[config.mk]
export PLATFORM = sky130hd
export DESIGN_NAME = lsu_mem_bridge_flat
export DESIGN_NICKNAME = d
export VERILOG_FILES = /design/src/rtl/lsu_mem_bridge_if.sv /design/src/rtl/lsu_mem_bridge.sv /design/src/flat_wrapper.sv
export SDC_FILE = /design/constraint.sdc
export NUM_CORES = 1
export LEC_CHECK = 0
export ABC_AREA = 1
export BUFFER_PORTS_ARGS = -buffer_cell sky130_fd_sc_hd__buf_4
export CORE_MARGIN = 1
export CORE_UTILIZATION = 30
export CTS_CLUSTER_DIAMETER = 40
export DETAILED_ROUTE_END_ITERATION = 7
export SETUP_SLACK_MARGIN = 0.4
export SYNTH_ARGS = -nofsm -noshare
export SYNTH_HDL_FRONTEND = slang
export SYNTH_SLANG_ARGS = --single-unit
[constraint.sdc]
create_clock -name clock -period 3.68 [get_ports clock]
set_clock_uncertainty 0.2 [all_clocks]
set_input_delay 0.184 -clock clock [delete_from_list [all_inputs] [get_ports clock]]
set_output_delay 0.184 -clock clock [all_outputs]
set_load 0.01 [all_outputs]
[src/rtl/lsu_mem_bridge_if.sv]
// Handshake and RAM-port bundle between the execute stage, the LSU bridge
// and the data-memory port. The bridge uses the slave view; the environment
// (execute stage plus RAM) uses the master view.
interface lsu_mem_bridge_if;
  logic        req_valid;
  logic        req_ready;
  logic [31:0] req_addr;
  logic [31:0] req_wdata;
  logic        req_wen;
  logic [1:0]  req_size;
  logic        req_unsigned;
  logic        resp_valid;
  logic        resp_ready;
  logic [31:0] resp_rdata;
  logic        resp_err;
  logic        mem_valid;
  logic        mem_wen;
  logic [31:0] mem_addr;
  logic [31:0] mem_wdata;
  logic [3:0]  mem_wmask;
  logic [31:0] mem_rdata;

  modport slave (
    input  req_valid, req_addr, req_wdata, req_wen, req_size, req_unsigned,
    input  resp_ready, mem_rdata,
    output req_ready, resp_valid, resp_rdata, resp_err,
    output mem_valid, mem_wen, mem_addr, mem_wdata, mem_wmask
  );

  modport master (
    output req_valid, req_addr, req_wdata, req_wen, req_size, req_unsigned,
    output resp_ready, mem_rdata,
    input  req_ready, resp_valid, resp_rdata, resp_err,
    input  mem_valid, mem_wen, mem_addr, mem_wdata, mem_wmask
  );
endinterface

[src/rtl/lsu_mem_bridge.sv]
// Load/store bridge in front of the data RAM: one access at a time, lane
// mask/data generation, fixed-length RAM request, load extract and extend.
//
//   state  | meaning
//   IDLE   | ready for a request; latches it on accept
//   ACCESS | mem_valid held for LATENCY cycles; write commits on last cycle
//   RESP   | response presented until resp_ready
module lsu_mem_bridge #(
  parameter int unsigned LATENCY = 1
) (
  input  logic              clock,
  input  logic              reset,
  lsu_mem_bridge_if.slave   bus
);

  typedef enum logic [1:0] {IDLE, ACCESS, RESP} state_t;

  state_t      state_q, state_d;
  logic [3:0]  cnt_q, cnt_d;
  logic [31:0] addr_q, addr_d;
  logic [31:0] wdata_q, wdata_d;
  logic        wen_q, wen_d;
  logic [1:0]  size_q, size_d;
  logic        uns_q, uns_d;
  logic [31:0] rdata_q, rdata_d;
  logic        err_q, err_d;

  logic        req_bad;
  logic [3:0]  lane_mask;
  logic [31:0] rd_shift;
  logic [31:0] load_ext;

  // State and datapath registers; reset abandons any access in flight.
  always_ff @(posedge clock or negedge reset) begin
    if (!reset) begin
      state_q <= IDLE;
      cnt_q   <= '0;
      addr_q  <= '0;
      wdata_q <= '0;
      wen_q   <= 1'b0;
      size_q  <= '0;
      uns_q   <= 1'b0;
      rdata_q <= '0;
      err_q   <= 1'b0;
    end else begin
      state_q <= state_d;
      cnt_q   <= cnt_d;
      addr_q  <= addr_d;
      wdata_q <= wdata_d;
      wen_q   <= wen_d;
      size_q  <= size_d;
      uns_q   <= uns_d;
      rdata_q <= rdata_d;
      err_q   <= err_d;
    end
  end

  // Illegal size or misaligned address on the incoming request.
  always_comb begin
    req_bad = (bus.req_size == 2'd3) ||
              (bus.req_size == 2'd1 && bus.req_addr[0]) ||
              (bus.req_size == 2'd2 && bus.req_addr[1:0] != 2'b00);
  end

  // Lane mask and load extraction from the latched request.
  always_comb begin
    case (size_q)
      2'd0:    lane_mask = 4'b0001 << addr_q[1:0];
      2'd1:    lane_mask = 4'b0011 << addr_q[1:0];
      default: lane_mask = 4'b1111;
    endcase
    rd_shift = bus.mem_rdata >> {addr_q[1:0], 3'b000};
    case (size_q)
      2'd0:    load_ext = {{24{~uns_q & rd_shift[7]}}, rd_shift[7:0]};
      2'd1:    load_ext = {{16{~uns_q & rd_shift[15]}}, rd_shift[15:0]};
      default: load_ext = rd_shift;
    endcase
  end

  // Next-state logic.
  always_comb begin
    state_d = state_q;
    case (state_q)
      IDLE:    if (bus.req_valid) state_d = req_bad ? RESP : ACCESS;
      ACCESS:  if (cnt_q == 4'd0) state_d = RESP;
      RESP:    if (bus.resp_ready) state_d = IDLE;
      default: state_d = IDLE;
    endcase
  end

  // Datapath register updates: latch on accept, count down, capture result.
  always_comb begin
    cnt_d   = cnt_q;
    addr_d  = addr_q;
    wdata_d = wdata_q;
    wen_d   = wen_q;
    size_d  = size_q;
    uns_d   = uns_q;
    rdata_d = rdata_q;
    err_d   = err_q;
    case (state_q)
      IDLE: begin
        if (bus.req_valid) begin
          addr_d  = bus.req_addr;
          wen_d   = bus.req_wen;
          size_d  = bus.req_size;
          uns_d   = bus.req_unsigned;
          cnt_d   = 4'(LATENCY - 1);
          err_d   = req_bad;
          rdata_d = '0;
          case (bus.req_size)
            2'd0:    wdata_d = {4{bus.req_wdata[7:0]}};
            2'd1:    wdata_d = {2{bus.req_wdata[15:0]}};
            default: wdata_d = bus.req_wdata;
          endcase
        end
      end
      ACCESS: begin
        if (cnt_q == 4'd0) rdata_d = wen_q ? 32'd0 : load_ext;
        else               cnt_d   = cnt_q - 4'd1;
      end
      RESP: begin
        if (bus.resp_ready) begin
          rdata_d = '0;
          err_d   = 1'b0;
        end
      end
      default: ;
    endcase
  end

  // Outputs decoded from the current state; write enable only on the last beat.
  always_comb begin
    bus.req_ready  = (state_q == IDLE);
    bus.mem_valid  = (state_q == ACCESS);
    bus.mem_wen    = (state_q == ACCESS) && (cnt_q == 4'd0) && wen_q;
    bus.mem_wmask  = (state_q == ACCESS) ? lane_mask : 4'b0000;
    bus.mem_addr   = addr_q;
    bus.mem_wdata  = wdata_q;
    bus.resp_valid = (state_q == RESP);
    bus.resp_rdata = rdata_q;
    bus.resp_err   = err_q;
  end

endmodule

[src/flat_wrapper.sv]
// flat-port wrapper written by rule: the top's interface ports become plain ports
module lsu_mem_bridge_flat 
#(
  parameter int unsigned LATENCY = 1
)
  (clock, reset, bus_req_valid, bus_req_addr, bus_req_wdata, bus_req_wen, bus_req_size, bus_req_unsigned, bus_resp_ready, bus_mem_rdata, bus_req_ready, bus_resp_valid, bus_resp_rdata, bus_resp_err, bus_mem_valid, bus_mem_wen, bus_mem_addr, bus_mem_wdata, bus_mem_wmask);
  lsu_mem_bridge_if bus_i ();
  input  logic clock;
  input  logic reset;
  input wire logic [$bits(bus_i.req_valid)-1:0] bus_req_valid;
  input wire logic [$bits(bus_i.req_addr)-1:0] bus_req_addr;
  input wire logic [$bits(bus_i.req_wdata)-1:0] bus_req_wdata;
  input wire logic [$bits(bus_i.req_wen)-1:0] bus_req_wen;
  input wire logic [$bits(bus_i.req_size)-1:0] bus_req_size;
  input wire logic [$bits(bus_i.req_unsigned)-1:0] bus_req_unsigned;
  input wire logic [$bits(bus_i.resp_ready)-1:0] bus_resp_ready;
  input wire logic [$bits(bus_i.mem_rdata)-1:0] bus_mem_rdata;
  output wire logic [$bits(bus_i.req_ready)-1:0] bus_req_ready;
  output wire logic [$bits(bus_i.resp_valid)-1:0] bus_resp_valid;
  output wire logic [$bits(bus_i.resp_rdata)-1:0] bus_resp_rdata;
  output wire logic [$bits(bus_i.resp_err)-1:0] bus_resp_err;
  output wire logic [$bits(bus_i.mem_valid)-1:0] bus_mem_valid;
  output wire logic [$bits(bus_i.mem_wen)-1:0] bus_mem_wen;
  output wire logic [$bits(bus_i.mem_addr)-1:0] bus_mem_addr;
  output wire logic [$bits(bus_i.mem_wdata)-1:0] bus_mem_wdata;
  output wire logic [$bits(bus_i.mem_wmask)-1:0] bus_mem_wmask;
  assign bus_i.req_valid = bus_req_valid;
  assign bus_i.req_addr = bus_req_addr;
  assign bus_i.req_wdata = bus_req_wdata;
  assign bus_i.req_wen = bus_req_wen;
  assign bus_i.req_size = bus_req_size;
  assign bus_i.req_unsigned = bus_req_unsigned;
  assign bus_i.resp_ready = bus_resp_ready;
  assign bus_i.mem_rdata = bus_mem_rdata;
  assign bus_req_ready = bus_i.req_ready;
  assign bus_resp_valid = bus_i.resp_valid;
  assign bus_resp_rdata = bus_i.resp_rdata;
  assign bus_resp_err = bus_i.resp_err;
  assign bus_mem_valid = bus_i.mem_valid;
  assign bus_mem_wen = bus_i.mem_wen;
  assign bus_mem_addr = bus_i.mem_addr;
  assign bus_mem_wdata = bus_i.mem_wdata;
  assign bus_mem_wmask = bus_i.mem_wmask;
  lsu_mem_bridge #(.LATENCY(LATENCY)) u_core (.clock(clock), .reset(reset), .bus(bus_i));
endmodule
Word-level counts from Yosys, hierarchy flattened:

Index checks and enable logic that the tools add are counted.

* output and inout bits: 105
* register bits: 107
* logic and storage cells: 65
* input bits: 104

* bitwise logic cells: 3
* reduce and logical (&&, ||, !) cells: 19
* equality and inequality tests: 10
* add/sub/neg operators: 1
* mux-type cells: 20
* shift-type cells: 3

Operators with widths (count)
* 2-to-1 mux 32 bit: 4
* one-hot mux 32 bit (2 select lines): 2
* one-hot mux 32 bit (3 select lines): 1
* right shift 32 x 5 -> 32 bit: 1
* one-hot mux 4 bit (2 select lines): 2
* 2-to-1 mux 4 bit: 3
* AND reduction 3 bit: 3
* 2-to-1 mux 2 bit: 4
* == test 2 x 1 -> 1 bit, second input constant: 3
* == test 2 bit, second input constant: 3
* logical NOT 2 bit: 3
* inequality test 2 bit, second input constant: 3
* one-hot mux 2 bit (3 select lines): 1
* nonzero test 2 bit: 3
* logical AND 1 bit: 4
* logical NOT 4 bit: 1
* AND reduction 4 bit: 1
* left shift 1 x 2 -> 4 bit, first input constant: 1
* left shift 2 x 2 -> 4 bit, first input constant: 1
* subtractor 4 x 1 -> 4 bit, second input constant: 1
* nonzero test 3 bit: 1
* AND 1 bit: 2
* logical OR 1 bit: 2
* 2-to-1 mux 1 bit: 2
* 4 further kinds: 4

Longest topological paths before layout:

Gate-level depths: netlist of the first run.

* depth after elaboration: 7
* depth in mapped cells: 10
* depth with buffers taken out: 9

Worst setup path after synthesis of the first run:

OpenSTA, ideal clock, no wires.

* path type: register to register
* start: reg u_core.cnt_q[0]
* end: reg u_core.rdata_q[23], in the netlist u_core.bus.resp_rdata[23]
* library setup time: 0.116 ns
* period minus slack after synthesis: 1.585 ns
* path slack: 2.095 ns
* path buffers: 2
* data required time: 3.364 ns
* cell stages (with the launch flop): 10
* data arrival time: 1.268 ns
* cells stage by stage: dfrtp_1 > inv_1 > ha_1 > nand2_1 > o21bai_1 > nand2_2 > buf_6 > buf_4 > nand2_1 > nand2_1

* word-level cells in the longest chain between the ends: 3

RTL lines
* from (decl): RTL line lsu_mem_bridge.sv:19 `logic [3:0] cnt_q, cnt_d;`
* from (signal assigned): RTL line lsu_mem_bridge.sv:47 `cnt_q <= cnt_d;`
* logical NOT 4 bit: RTL line lsu_mem_bridge.sv:119 `if (cnt_q == 4'd0) rdata_d = wen_q ? 32'd0 : load_ext;`
* inequality test 2 x 1 -> 1 bit (no source line)
* AND reduction 4 bit (no source line)
* to (signal assigned): RTL line lsu_mem_bridge.sv:53 `rdata_q <= rdata_d;`
* to (decl): RTL line lsu_mem_bridge.sv:25 `logic [31:0] rdata_q, rdata_d;`

No other way between the ends.
A chain may end at the register's enable or synchronous reset.

Worst setup path in the final report of the first run:

* start: reg u_core.state_q[0]
* end: reg u_core.wdata_q[30], in the netlist u_core.bus.mem_wdata[30]

* word-level cells in the longest chain between the ends: 2

RTL lines
* from (decl): RTL line lsu_mem_bridge.sv:18 `state_t state_q, state_d;`
* from (signal assigned): RTL line lsu_mem_bridge.sv:46 `state_q <= state_d;`
* logical NOT 2 bit: RTL line lsu_mem_bridge.sv:101 `case (state_q)`
* AND reduction 2 bit (no source line)
* to (signal assigned): RTL line lsu_mem_bridge.sv:49 `wdata_q <= wdata_d;`
* to (decl): RTL line lsu_mem_bridge.sv:21 `logic [31:0] wdata_q, wdata_d;`

No other way between the ends.

==> impl_metrics.py, run 1 <==
metrics = {
    "floorplan": {
        "die_w_um": 136,
        "chipHeight_um": 136,
        "placementRows": 48,
        "dieArea_um2": 18500,
        "io_pins": 209,
        "coreArea_um2": 17400,
        "start_util": 0.309,
    },
    "clock_tree": {
        "cts_made_buffers": 9,
        "cts_tree": "built",
        "postCtsResizedCells": 0,
        "clk_latency_ns": 0.35,
        "clkSlewWorstSetupHoldPaths_ns": 0.08,
        "cts_sinks": 107,
        "cts_root_buffer": "clkbuf_16",
        "cts_buffer_depth": 2,
        "cts_max_level": 3,
    },
    "power": {
        "clkPwrFrac": 0.195,
        "power.switching_w": 0.00221,
        "swShare": 0.402,
        "internal_power_w": 0.00329,
        "ir_drop_mv": 0.377,
        "p_comb_frac": 0.461,
        "p_per_area_nw_per_um2": 682,
        "p_leak_nw": 4.35,
        "seq_power_share": 0.344,
    },
    "critical_path": {
        "critPathKind": "flop to flop",
        "worstRegToRegCells": 5,
        "r2r_start": "u_core.state_q[0]",
        "reg2reg_to": "u_core.bus.mem_wdata[30]",
        "crit_fanout": 58,
        "critical_path.startpoint_type": "flop",
        "crit_path_end_kind": "flop",
        "reg2reg_slack_ns": 0.86,
        "cp.required_ns": 3.72,
        "cp.arrival_ns": 2.86,
    },
    "synth": {
        "syn_nets": 833,
        "syn-instance-count": 727,
        "yosys_warnings": 0,
        "ys_types": 25,
        "synth_area_um2": 5380,
        "synthTopCellsByArea": "dfrtp_1 (50%), nand2_1 (22%), o21ai_0 (4.7%), nand3_1 (4.3%), nor2_1 (3.2%)",
        "yosysTopAreaCell": "dfrtp_1",
        "syn_avg_cell_area_um2": 7.40,
        "ys.flop_type": "dfrtp_1",
        "synth.top_cell.area_share": 0.498,
        "postSynth.asyncResetShare": 1.00,
        "yosysSeqAreaShare": 0.498,
        "synth_edf_count": 0,
        "synth_seq_cells": 107,
        "synth_most_common_cell": "nand2_1",
        "synth_common_cells": "nand2_1 (321), dfrtp_1 (107), o21ai_0 (51), nand3_1 (46), nor2_1 (46)",
    },
    "sta": {
        "rsz0062_at_grt": "false",
        "period_needed_ns": 2.82,
        "maxSlewHeadroom": 0.380,
        "setup_tns_ns": 0,
        "post-route-period-util": 0.766,
        "whs_ns": 0.0442,
        "tightest_slew_ns": 0.929,
        "hold_viol_final": 0,
        "slew_violations": 0,
        "finalSetupViolCount": 0,
        "fmax_ghz": 0.355,
    },
    "cells_and_area": {
        "drive_gt1_frac": 0.252,
        "postLayoutCellArea_um2": 8060,
        "nets": 1085,
        "diodes": 0,
        "instances_no_fill": 1209,
        "syn2layout_area_growth_pct": 49.9,
        "fin_util": 0.463,
    },
    "outcome": {
        "status": "finished clean",
    },
    "place": {
        "place_congestion": 0.884,
        "dpl.cell_count": 1123,
        "hpwl_um": 11500,
        "dpl_cell_area_um2": 7040,
        "portBuffers": 208,
    },
    "detailed_routing": {
        "wirelength_um": 17400,
        "ant_nets": 0,
        "via_per_inst": 4.66,
        "vias": 5629,
        "drcViolationCount": 0,
        "post_drt_wl_per_cell_um": 14.4,
        "drt_iter0_drc": 313,
        "dr.pass1.iters": 5,
    },
    "grt": {
        "grt_max_degree": 70,
        "track_usage": 0.191,
        "grt_pass1_vias": 5566,
        "grt_pass1_wl_um": 27500,
        "grt-ovfl-total": 0,
        "antenna_found_initial": 0,
    },
    "min_path": {
        "holdCritPathClass": "primary input to flop",
        "hold_start": "bus_mem_rdata[0]",
        "min_to": "u_core.bus.resp_rdata[0]",
        "min_path_cells": 5,
    },
    "job": {
        "drv_cap": 0,
    },
}
-- registers in the layout, indices dropped and copies added (netlist names) --
signal                 flops
u_core.bus.mem_addr       32
u_core.bus.mem_wdata      32
u_core.bus.resp_err        1
u_core.bus.resp_rdata     32
u_core.cnt_q               4
u_core.size_q              2
u_core.state_q             2
u_core.uns_q               1
u_core.wen_q               1
-- worst max path at each step --
stage / from / slack, ns / to
detailed placement: u_core.state_q[0] / 1.29 / u_core.cnt_q[1]
CTS: u_core.state_q[0] / 0.83 / u_core.bus.mem_wdata[30]
floorplan: u_core.cnt_q[0] / 2.10 / u_core.bus.resp_rdata[23]
global route: u_core.state_q[0] / 0.61 / u_core.bus.mem_wdata[30]
global placement: u_core.state_q[0] / 1.35 / u_core.cnt_q[1]
finish: u_core.state_q[0] / 0.86 / u_core.bus.mem_wdata[30]
-- area by class of cell --
type                            count  area (µm²)
Fill cell                        1758        9360
Sequential cell                   107        2680
Multi-Input combinational cell    533        2310
Timing Repair Buffer              283        2300
Tap cell                          225         282
Clock buffer                       11         243
Inverter                           45         171
Clock inverter                      5        82.6
-- worst max-delay path, cell delays in order, from the launching register on --
cell and delay (ns):
dfrtp_1 0.45, nor2_2 0.23, nand2_4 0.36, inv_2 0.66, a41oi_1 0.19, dlygate4sd3_1 0.60
-- cells in the final DEF (no fill, tap or decap), types with 2 or more instances in the layout --
master / instances
dlygate4sd3_1: 70
a21oi_1: 29
nor2_2: 3
inv_1: 37
nand3_1: 46
ha_1: 2
o21ai_1: 8
buf_4: 213
dfrtp_1: 107
nand3_4: 2
nand2_2: 4
nor2_4: 2
bufinv_16: 2
o21ai_0: 51
inv_2: 6
nor3_1: 9
inv_6: 2
clkbuf_16: 9
o31ai_1: 7
nor2_1: 46
nand2_1: 320
-- per-stage QoR --
| stage | setup WS, ns | total power, W |
|---|---|---|
| 2_1_floorplan | 2.10 | 0.00333 |
| 3_3_place_gp | 1.35 | 0.00437 |
| 3_5_place_dp | 1.29 | 0.00438 |
| 4_1_cts | 0.827 | 0.00555 |
| 5_1_grt | 0.606 | 0.00594 |
| 6_report | 0.862 | 0.00550 |
-- power groups by stage --
stage | clock network [W] | logic (W) | registers [W]
after global routing | 0.00115 | 0.00284 | 0.00195
after detailed placement | 0 | 0.00249 | 0.00189
final | 0.00107 | 0.00254 | 0.00189
after CTS | 0.00111 | 0.00255 | 0.00189
after floorplan | 0 | 0.00129 | 0.00204
after global placement | 0 | 0.00247 | 0.00190
-- metal layers --
| metal | GRT usage | up-vias | share of wire |
|---|---|---|---|
| li1 | - | 2794 | - |
| met1 | 0.239 | 2616 | 0.43 |
| met2 | 0.315 | 199 | 0.47 |
| met3 | 0.0488 | 20 | 0.077 |
| met4 | 0.0735 | 0 | 0.018 |
| met5 | 0 | - | 0 |
-- kinds of logic after synthesis --
kind of cell	synth area share
simple gates	0.328
flops	0.498
compound gates	0.0947
buf+inv	0.0749
fa+ha+maj	0.00465
-- what timing repair did --
action / 4_1_cts / 5_1_grt
hold endpoints to repair: 136 / 0
hold buffers: 70 / 0
setup buffers: 0 / 0
(Power assumes the default switching activity.)
==> run 2, diff against run 1 <==
clock period = 2.8 ns   (was 3.68 ns; I/O delays follow)
==> impl_metrics.py, run 2 (synthesis results as in run 1) <==
metrics = {
    "floorplan": {
        "die_w_um": 136,
        "start_util": 0.309,
        "chipHeight_um": 136,
        "placementRows": 48,
        "dieArea_um2": 18500,
        "coreArea_um2": 17400,
        "io_pins": 209,
    },
    "critical_path": {
        "worstRegToRegCells": 6,
        "r2r_start": "u_core.state_q[0]",
        "startpoint": "u_core.state_q[0]",
        "crit_path_end_kind": "flop",
        "reg2reg_slack_ns": 0.57,
        "cp-endpoint": "u_core.bus.mem_wdata[30]",
        "crit_fanout": 18,
        "critPathKind": "flop to flop",
        "critical_path.startpoint_type": "flop",
        "cp.required_ns": 2.89,
        "cp.arrival_ns": 2.32,
        "reg2reg_to": "u_core.bus.mem_wdata[30]",
    },
    "detailed_routing": {
        "dr.pass1.iters": 4,
        "drcViolationCount": 0,
        "wirelength_um": 17900,
        "vias": 5740,
        "via_per_inst": 4.64,
        "drt_iter0_drc": 373,
        "ant_nets": 0,
        "post_drt_wl_per_cell_um": 14.5,
    },
    "sta": {
        "slew_violations": 0,
        "period_needed_ns": 2.23,
        "hold_viol_final": 0,
        "fmax_ghz": 0.448,
        "setup_tns_ns": 0,
        "finalSetupViolCount": 0,
        "post-route-period-util": 0.796,
        "maxSlewHeadroom": 0.439,
        "tightest_slew_ns": 0.839,
        "rsz0062_at_grt": "false",
        "setup_ws_ns": 0.570,
    },
    "clock_tree": {
        "clkSlewWorstSetupHoldPaths_ns": 0.07,
        "clk_latency_ns": 0.35,
        "cts_made_buffers": 9,
        "cts_buffer_depth": 2,
        "cts_root_buffer": "clkbuf_16",
        "cts_max_level": 3,
        "cts_tree": "built",
        "cts_sinks": 107,
    },
    "cells_and_area": {
        "nets": 1112,
        "syn2layout_area_growth_pct": 54.6,
        "postLayoutCellArea_um2": 8320,
        "mostFrequentLayoutCell": "nand2_1",
        "drive_gt1_frac": 0.250,
        "layout_common_cells": "nand2_1 (320), buf_4 (215), dfrtp_1 (107)",
        "diodes": 0,
    },
    "place": {
        "portBuffers": 208,
        "dp_slack_ns": 0.730,
        "dpl_cell_area_um2": 7090,
        "place_congestion": 0.896,
        "hpwl_um": 11800,
    },
    "power": {
        "ir_drop_mv": 0.435,
        "p_leak_nw": 4.45,
        "p_per_area_nw_per_um2": 874,
    },
    "grt": {
        "track_usage": 0.197,
        "grt_max_degree": 86,
        "grt_pass1_vias": 5681,
        "grt-ovfl-total": 0,
        "antenna_found_initial": 0,
        "grt_pass1_wl_um": 28400,
    },
    "job": {
        "drv_cap": 0,
    },
    "outcome": {
        "status": "finished clean",
    },
    "min_path": {
        "holdCritPathClass": "primary input to flop",
    },
}
## run 2: cell count changes in the layout (fill, tap and decap cells not counted), sizes merged
cell and change:
bufinv -2, buf +4, dlygate4sd3 +23, inv +1, clkinvlp +1
## run 2: timing repair
item                       CTS  global route
setup buffers                0             0
resized for setup            0             0
hold endpoints to repair   119             0
hold buffers                93             0
setup endpoints to repair    0             0
## run 2: critical path, cell delays in order (launching register included)
cell	delay, ns
dfrtp_1	0.45
nor2_2	0.24
nand2_4	0.21
inv_2	0.26
nor2_1	0.07
a41oi_1	0.17
dlygate4sd3_1	0.58
## run 2: how the worst min path moves through the flow
stage,from,endpoint,slack (ns),depth (start not counted)
2_1_floorplan,reset,u_core.bus.mem_addr[0],-0.36,0
6_report,bus_mem_rdata[10],u_core.bus.resp_rdata[2],0.01,5
4_1_cts,bus_mem_rdata[10],u_core.bus.resp_rdata[2],0.006,5
3_3_place_gp,reset,u_core.bus.resp_rdata[6],-0.001,1
5_1_grt,bus_mem_rdata[2],u_core.bus.resp_rdata[2],0.03,5
3_5_place_dp,reset,u_core.bus.resp_rdata[6],0.003,1
## run 2: per-stage QoR
| stage | hold WS [ns] | utilization | power, W | instances |
|---|---|---|---|---|
| 2_1_floorplan | -0.356 | - | 0.00438 | 727 |
| 3_3_place_gp | -0.00131 | 0.407 | 0.00579 | 1127 |
| 3_5_place_dp | 0.00298 | 0.407 | 0.00581 | 1127 |
| 4_1_cts | 0.00645 | 0.478 | 0.00732 | 1236 |
| 5_1_grt | 0.0341 | 0.478 | 0.00783 | 1236 |
| 6_report | 0.0148 | 0.478 | 0.00727 | 1236 |
## run 2: power by group
group | internal [W] | switching (W)
Combinational | 0.00153 | 0.00198
Sequential | 0.00210 | 0.000362
Clock | 0.000665 | 0.000628
## run 2: layout make-up
cell class	instances	area [µm²]
clock buffers	11	253
flip-flops and latches	107	2680
repair buffers	310	2580
well taps	225	282
clock inverters	5	42.5
fillers	1781	9100
multi-input cells	533	2310
inverters	45	171
## run 2: layer usage
layer,vias up,GRT usage,part of all wire
met5,-,0,0
met1,2670,0.255,0.44
met2,205,0.317,0.47
li1,2839,-,-
met4,0,0.0796,0.022
met3,26,0.0440,0.070
